==> src/rtl/bcd_pkg.sv <==
`default_nettype none
// ============================================================================
//  Module      : bcd_pkg
//  Description : Shared definitions for the packed-BCD arithmetic unit:
//                operation encodings, FSM state type and single-digit
//                add/subtract adjust helpers plus a nibble validity check.
//  Revision    : 1.0 - initial release
// ============================================================================
package bcd_pkg;

    // Operation encodings on op_i; 2'b11 is reserved and behaves as ADD
    localparam logic [1:0] BCD_ADD = 2'b00;
    localparam logic [1:0] BCD_SUB = 2'b01;
    localparam logic [1:0] BCD_MUL = 2'b10;

    typedef enum logic [1:0] {
        IDLE = 2'd0,
        MULT = 2'd1,
        DONE = 2'd2
    } state_t;

    // One BCD digit add with carry: returns {carry_out, digit}
    function automatic logic [4:0] bcdAddDigit(input logic [3:0] a,
                                               input logic [3:0] b,
                                               input logic       cin);
        logic [4:0] s;
        s = {1'b0, a} + {1'b0, b} + {4'b0000, cin};
        if (s > 5'd9) begin
            bcdAddDigit = {1'b1, 4'(s - 5'd10)};
        end else begin
            bcdAddDigit = {1'b0, s[3:0]};
        end
    endfunction

    // One BCD digit subtract with borrow: returns {borrow_out, digit}.
    // The 5-bit difference is negative exactly when its top bit is set.
    function automatic logic [4:0] bcdSubDigit(input logic [3:0] a,
                                               input logic [3:0] b,
                                               input logic       bin);
        logic [4:0] d;
        d = {1'b0, a} - {1'b0, b} - {4'b0000, bin};
        if (d[4]) begin
            bcdSubDigit = {1'b1, 4'(d + 5'd10)};
        end else begin
            bcdSubDigit = {1'b0, d[3:0]};
        end
    endfunction

    function automatic logic nibbleValid(input logic [3:0] n);
        nibbleValid = (n <= 4'd9);
    endfunction

endpackage
`default_nettype wire

==> src/rtl/bcd_row_mul.sv <==
`default_nettype none
// ============================================================================
//  Module      : bcd_row_mul
//  Description : Combinational DIGITS-digit x 1-digit packed-BCD multiplier.
//                Each digit product a[i]*d (0..81) is split into a units
//                digit (weight i) and a tens digit (weight i+1); the two rows
//                are then summed with a ripple BCD adder.
//  Ports       : i_a     - multiplicand, DIGITS packed BCD digits
//                i_digit - single BCD multiplier digit
//                o_prod  - product, DIGITS+1 packed BCD digits
//  Revision    : 1.0 - initial release
// ============================================================================
module bcd_row_mul
    import bcd_pkg::*;
#(
    parameter int DIGITS = 8
) (
    input  logic [4*DIGITS-1:0]     i_a,
    input  logic [3:0]              i_digit,
    output logic [4*(DIGITS+1)-1:0] o_prod
);

    logic [4*DIGITS-1:0] w_lo;
    logic [4*DIGITS-1:0] w_hi;
    logic [DIGITS:0]     w_carry;

    genvar gi;

    // Per-digit product table: units and tens of a[i]*d
    generate
        for (gi = 0; gi < DIGITS; gi++) begin : g_prod
            logic [7:0] w_p;
            assign w_p              = {4'h0, i_a[4*gi +: 4]} * {4'h0, i_digit};
            assign w_lo[4*gi +: 4]  = 4'(w_p % 8'd10);
            assign w_hi[4*gi +: 4]  = 4'(w_p / 8'd10);
        end
    endgenerate

    // Digit 0 receives only a units digit, so no add and no carry
    assign o_prod[3:0] = w_lo[3:0];
    assign w_carry[0]  = 1'b0;
    assign w_carry[1]  = 1'b0;

    generate
        for (gi = 1; gi < DIGITS; gi++) begin : g_ripple
            assign {w_carry[gi+1], o_prod[4*gi +: 4]} =
                bcdAddDigit(w_lo[4*gi +: 4], w_hi[4*(gi-1) +: 4], w_carry[gi]);
        end
    endgenerate

    // Top digit: tens of the highest product plus incoming carry; the full
    // product is at most 9*(10^DIGITS-1), so this never exceeds 9
    assign o_prod[4*DIGITS +: 4] = w_hi[4*(DIGITS-1) +: 4] + {3'b000, w_carry[DIGITS]};

endmodule
`default_nettype wire

==> src/rtl/bcd_alu_seq.sv <==
`default_nettype none
// ============================================================================
//  Module      : bcd_alu_seq
//  Description : Multi-digit packed-BCD ALU with valid/ready handshakes.
//                ADD/SUB complete in one cycle; MUL is digit-serial, one
//                multiplier digit per cycle, DIGITS cycles in MULT.
//  Ports       : clk_i, rst_i            - clock, synchronous active-high reset
//                in_valid_i / in_ready_o - request handshake (ready in IDLE)
//                op_i, ci_i, a_i, b_i    - operation, carry/borrow in, operands
//                out_valid_o/out_ready_i - result handshake (held in DONE)
//                o_o, c_o, err_o         - result, carry/borrow out, bad digit
//  Revision    : 1.0 - initial release
// ============================================================================
module bcd_alu_seq
    import bcd_pkg::*;
#(
    parameter int DIGITS = 8
) (
    input  logic                  clk_i,
    input  logic                  rst_i,
    input  logic                  in_valid_i,
    output logic                  in_ready_o,
    input  logic [1:0]            op_i,
    input  logic                  ci_i,
    input  logic [4*DIGITS-1:0]   a_i,
    input  logic [4*DIGITS-1:0]   b_i,
    output logic                  out_valid_o,
    input  logic                  out_ready_i,
    output logic [8*DIGITS-1:0]   o_o,
    output logic                  c_o,
    output logic                  err_o
);

    localparam int                c_OPW  = 4 * DIGITS;
    localparam int                c_ADDW = 4 * (DIGITS + 1);
    localparam int                c_CNTW = $clog2(DIGITS);
    localparam logic [c_CNTW-1:0] c_LAST = c_CNTW'(DIGITS - 1);

    state_t              r_state;
    logic [c_OPW-1:0]    r_a;
    // Upper DIGITS digits: running partial sum. Lower DIGITS digits start as
    // the multiplier; each step consumes its lowest digit and the finished
    // product digit shifts in from above, so after DIGITS steps the whole
    // register holds A*B.
    logic [2*c_OPW-1:0]  r_acc;
    logic [c_CNTW-1:0]   r_cnt;
    logic [2*c_OPW-1:0]  r_out;
    logic                r_carry;
    logic                r_err;

    logic [2*DIGITS-1:0] w_bad;
    logic                w_err;
    logic [c_ADDW-1:0]   w_row;
    logic [c_ADDW-1:0]   w_x;
    logic [c_ADDW-1:0]   w_y;
    logic [c_ADDW-1:0]   w_sum;
    logic                w_cin;
    logic                w_sub;
    logic [DIGITS:0]     w_chain;
    logic [2*c_OPW-1:0]  w_accNext;

    genvar gi;

    // Operand digit validity, evaluated on the values being accepted
    generate
        for (gi = 0; gi < DIGITS; gi++) begin : g_chk
            assign w_bad[gi]          = !nibbleValid(a_i[4*gi +: 4]);
            assign w_bad[DIGITS + gi] = !nibbleValid(b_i[4*gi +: 4]);
        end
    endgenerate
    assign w_err = |w_bad;

    bcd_row_mul #(
        .DIGITS (DIGITS)
    ) u_rowMul (
        .i_a     (r_a),
        .i_digit (r_acc[3:0]),
        .o_prod  (w_row)
    );

    // Shared adder: operands from the inputs in IDLE (ADD/SUB), from the
    // accumulator and current row product in MULT
    always_comb begin
        w_x   = {4'h0, a_i};
        w_y   = {4'h0, b_i};
        w_cin = ci_i;
        w_sub = (op_i == BCD_SUB);
        if (r_state == MULT) begin
            w_x   = {4'h0, r_acc[2*c_OPW-1 -: c_OPW]};
            w_y   = w_row;
            w_cin = 1'b0;
            w_sub = 1'b0;
        end
    end

    assign w_chain[0] = w_cin;

    generate
        for (gi = 0; gi < DIGITS; gi++) begin : g_adder
            assign {w_chain[gi+1], w_sum[4*gi +: 4]} = w_sub ?
                bcdSubDigit(w_x[4*gi +: 4], w_y[4*gi +: 4], w_chain[gi]) :
                bcdAddDigit(w_x[4*gi +: 4], w_y[4*gi +: 4], w_chain[gi]);
        end
    endgenerate

    // Top digit is only consumed in MULT, where the running sum is bounded
    // below 10^(DIGITS+1) and no decimal adjust is needed
    assign w_sum[4*DIGITS +: 4] = w_x[4*DIGITS +: 4] + w_y[4*DIGITS +: 4]
                                + {3'b000, w_chain[DIGITS]};

    assign w_accNext = {w_sum, r_acc[c_OPW-1:4]};

    always_ff @(posedge clk_i) begin
        if (rst_i) begin
            r_state <= IDLE;
            r_a     <= '0;
            r_acc   <= '0;
            r_cnt   <= '0;
            r_out   <= '0;
            r_carry <= 1'b0;
            r_err   <= 1'b0;
        end else begin
            case (r_state)
                IDLE: begin
                    if (in_valid_i) begin
                        r_err <= w_err;
                        if (op_i == BCD_MUL) begin
                            r_a     <= a_i;
                            r_acc   <= {{c_OPW{1'b0}}, b_i};
                            r_cnt   <= '0;
                            r_carry <= 1'b0;
                            r_state <= MULT;
                        end else begin
                            r_out   <= w_err ? '0 : {{c_OPW{1'b0}}, w_sum[c_OPW-1:0]};
                            r_carry <= w_err ? 1'b0 : w_chain[DIGITS];
                            r_state <= DONE;
                        end
                    end
                end
                MULT: begin
                    r_acc <= w_accNext;
                    r_cnt <= r_cnt + 1'b1;
                    if (r_cnt == c_LAST) begin
                        r_out   <= r_err ? '0 : w_accNext;
                        r_state <= DONE;
                    end
                end
                DONE: begin
                    if (out_ready_i) begin
                        r_state <= IDLE;
                    end
                end
                default: begin
                    r_state <= IDLE;
                end
            endcase
        end
    end

    assign in_ready_o  = (r_state == IDLE);
    assign out_valid_o = (r_state == DONE);
    assign o_o         = r_out;
    assign c_o         = r_carry;
    assign err_o       = r_err;

endmodule
`default_nettype wire
==> config.mk <==
export PLATFORM = sky130hd
export DESIGN_NAME = bcd_alu_seq
export DESIGN_NICKNAME = d
export VERILOG_FILES = /design/src/rtl/bcd_pkg.sv /design/src/rtl/bcd_row_mul.sv /design/src/rtl/bcd_alu_seq.sv
export SDC_FILE = /design/constraint.sdc
export NUM_CORES = 1
export LEC_CHECK = 0
export CAP_MARGIN = 10
export CORE_ASPECT_RATIO = 0.7
export CORE_MARGIN = 2
export CORE_UTILIZATION = 60
export DETAILED_ROUTE_END_ITERATION = 12
export DONT_BUFFER_PORTS = 1
export PLACE_DENSITY = 0.76
export SYNTH_ARGS = -nofsm -noshare
export SYNTH_HDL_FRONTEND = slang
export SYNTH_SLANG_ARGS = --single-unit
==> constraint.sdc <==
create_clock -name clk_i -period 40.9 [get_ports clk_i]
set_clock_uncertainty 0.2 [all_clocks]
set_input_delay 8.18 -clock clk_i [delete_from_list [all_inputs] [get_ports clk_i]]
set_output_delay 8.18 -clock clk_i [all_outputs]
set_load 0.02 [all_outputs]
==> results_dict.tcl <==
set metrics [dict create \
    irDropWorstVdd_v 0.0000341 \
    synth-seq-cells 167 \
    combinationalPowerShare 0.401 \
    hold_end "r_acc[32]" \
    report.final.hold_viol_count 0 \
    drive_above_1_share 0.0376 \
    syn_area_um2 20000 \
    hp-class "reg2reg" \
    start_kind "input pin" \
    clkPwrFrac 0.289 \
    grt_pass1_wl_mm 93.5 \
    ys_seq_area_frac 0.167 \
    io_buffers 0 \
    synth_warnings 0 \
    cap_violations 0 \
    cts_resized 0 \
    synthArstFlopShare 0 \
    synth_area_leaders "dfxtp_1 17%, ha_1 14%, fa_1 7.7%" \
    period_share 0.562 \
    status "finished clean" \
    die_w_um 222 \
    core_um2 32600 \
    fin_setup_tns_ns 0 \
    globalplace.congestion 0.941 \
    grt_start_max_net_pins 169 \
    cp-end-kind "register" \
    cp.arrival_ns 23.13 \
    stdcell_area_um2 20700 \
    dp_hpwl_mm 44.3 \
    synth_top_area_share 0.167 \
    synth_edf_count 0 \
    drt-wirelength-per-cell_um 19.4 \
    grtUsageTotal 0.332 \
    ios 139 \
    antenna_found_initial 1 \
    cts_tree "done" \
    dr.pass1.iters 8 \
    grt_pass1_vias 17900 \
    p_seq_frac 0.310 \
    grt_overflow 0 \
    critPathTopFamily "adder cells" \
    clk_pin_slew_ns 0.08 \
    synth_fp_nets 3046 \
    max_freq_ghz 0.0435 \
    drc_errors 0 \
    cp_max_fo 4 \
    place_ws_ns 17.73 \
    critical_path_buf_inv_count 18 \
    r2r-start "r_acc[3]" \
    initial_utilization 0.614 \
    num_vias 19100 \
    clockBufferDepth 2 \
    holdPathStages 2 \
    worst_path_max_delay_cell "fa_1" \
    post_cts_buffers 0 \
    cts-root-buf "clkbuf_16" \
    h-tree-depth 4 \
    cp_common_cell "inv_1" \
    ff2ff_setup_slack_ns 18.25 \
    synthFlopType "dfxtp_1" \
    synth_area_leader_cell "dfxtp_1" \
    worst_ep_required_time_ns 41.05 \
    hold_buffers 0 \
    fin_nets 2930 \
    chipHeight_um 157 \
    stdcell_count 3006 \
    ant_nets 0 \
    rows 55 \
    rsz0062_at_grt "no" \
    p_int_mw 0.348 \
    viasPerCell 6.37 \
    clock_latency_ns 0.46 \
    relSlewSlack 0.232 \
    syn_to_final_growth_pct 3.53 \
    drv_slew 0 \
    p_leak_nw 9.29 \
    critical-path-max-stage-delay_ns 0.43 \
    worstSetupPathType "in2reg" \
    netlist_instances 2681 \
    first_iter_violations 1740 \
    switching_share 0.408 \
    power_switching_mw 0.240 \
    dpl_cell_area_um2 20100 \
    die-area_um2 34800 \
    dp.cells 2973 \
    ys_types 84 \
    worst_slew_pin_slew_ns 1.15 \
    syn_area_per_cell_um2 7.45 \
    r2r_cells 76 \
    r2r_end "o_o[63]" \
    power.density_nw_per_um2 28.4 \
    routed_wl_mm 58.3 \
    clock_sinks 167 \
    setup_viol 0 \
    hp-start "r_acc[32]" \
    period_needed_ns 22.99 \
    fillers 2872 \
    worst_slack_ns 17.92 \
    cts_buffers 17 \
    p_total_mw 0.588 \
]
## layer usage
metal | part of all wire | GRT usage | routed length (um)
met1 | 0.43 | 0.438 | 25000
met2 | 0.45 | 0.543 | 26500
met3 | 0.087 | 0.0693 | 5060
met4 | 0.030 | 0.108 | 1750
met5 | 0 | 0 | 0
## flip-flops by register name, indices dropped and copies added (netlist names)
register	flops
c_o	1
err_o	1
o_o	64
r_a	32
r_acc	64
r_cnt	3
r_state	2
## tightest hold or removal path: stages, from the launching register on
cell	delay (ns)
dfxtp_1	0.31
nand3_1	0.06
a21oi_1	0.06
## kinds of logic after synthesis
kind of cell / Yosys count / share of synthesized area
AND/OR/NAND/NOR: 943 / 0.213
AO/OA/AOI/OAI: 694 / 0.229
buffers and inverters: 346 / 0.0665
adder cells (fa/ha/maj): 297 / 0.215
flip-flops: 167 / 0.167
XOR/XNOR: 157 / 0.0699
multiplexers: 77 / 0.0396
## how the worst max path moves through the flow
stage	startpoint	end	slack, ns	cells past startpoint
after floorplan	b_i[0]	o_o[62]	19.06	72
after global placement	b_i[0]	o_o[62]	18.25	72
after detailed placement	b_i[0]	o_o[63]	17.73	72
after CTS	b_i[0]	o_o[63]	18.12	72
after global routing	r_acc[3]	o_o[63]	16.32	76
final	b_i[0]	o_o[63]	17.92	72
## layout make-up
| class | count | area [um^2] | area share |
|---|---|---|---|
| Timing Repair Buffer | 17 | 140 | 0.00678 |
| Sequential cell | 167 | 3340 | 0.162 |
| Antenna cell | 1 | 2.50 | 0.000121 |
| Multi-Input combinational cell | 2168 | 15300 | 0.741 |
| Tap cell | 427 | 534 | 0.0258 |
| Clock inverter | 15 | 170 | 0.00823 |
| Clock buffer | 17 | 425 | 0.0206 |
| Inverter | 194 | 731 | 0.0353 |
## power by group through the flow
stage,clock network (mW),logic [mW],registers [mW]
4_1_cts,0.170,0.231,0.182
3_3_place_gp,0,0.220,0.185
6_report,0.170,0.236,0.182
2_1_floorplan,0,0.173,0.182
3_5_place_dp,0,0.228,0.185
5_1_grt,0.177,0.258,0.183
## cells in the mapped netlist, types with 6 or more instances
cell      instances
a211o_1           8
nor3_1           70
a21o_1           47
a21oi_1         190
and3_1           14
mux2_2           16
or3_1            14
nand3_1          61
a22oi_1          28
xnor2_1         125
o31ai_1          10
xor2_1           30
nand2b_1         16
o211ai_1         25
o21ai_0         134
clkbuf_1        137
a211oi_1         21
a21boi_0         11
a221oi_1         38
a31oi_1          35
ha_1            217
nor2b_1          13
buf_1             6
o22ai_1          11
nor2_1          249
nand2_1         367
a311oi_1         32
dfxtp_1         167
fa_1             77
mux2i_1          61
inv_1           192
and2_1          101
nand4_1           9
o21a_1           37
o311ai_0          6
## cells in the final DEF (no fill, tap or decap), types with 8 or more instances in the layout
| cell type | count |
|---|---|
| nand2_1 | 367 |
| nor2_1 | 247 |
| ha_1 | 217 |
| inv_1 | 192 |
| a21oi_1 | 190 |
| dfxtp_1 | 167 |
| o21ai_0 | 134 |
| xnor2_1 | 125 |
| and2_1 | 101 |
| fa_1 | 77 |
| nor3_1 | 70 |
| nand3_1 | 61 |
| mux2i_1 | 61 |
| a21o_1 | 47 |
| a221oi_1 | 38 |
| o21a_1 | 37 |
| a31oi_1 | 35 |
| a311oi_1 | 32 |
| xor2_1 | 30 |
| a22oi_1 | 28 |
| o211ai_1 | 25 |
| a211oi_1 | 21 |
| clkbuf_16 | 17 |
| mux2_2 | 16 |
| buf_4 | 16 |
| or3_1 | 14 |
| and3_1 | 14 |
| nand2b_1 | 14 |
| o22ai_1 | 11 |
| nor2b_1 | 11 |
| a21boi_0 | 11 |
| o31ai_1 | 10 |
| nand4_1 | 9 |
| a211o_1 | 8 |
## through the flow
stage	util	hold WS, ns
final	0.635	0.266
after global placement	0.617	0.248
after global routing	0.635	0.284
after CTS	0.635	0.267
after detailed placement	0.617	0.255
after floorplan	-	0.247
No activity file was read; power rests on OpenSTA's default activity.
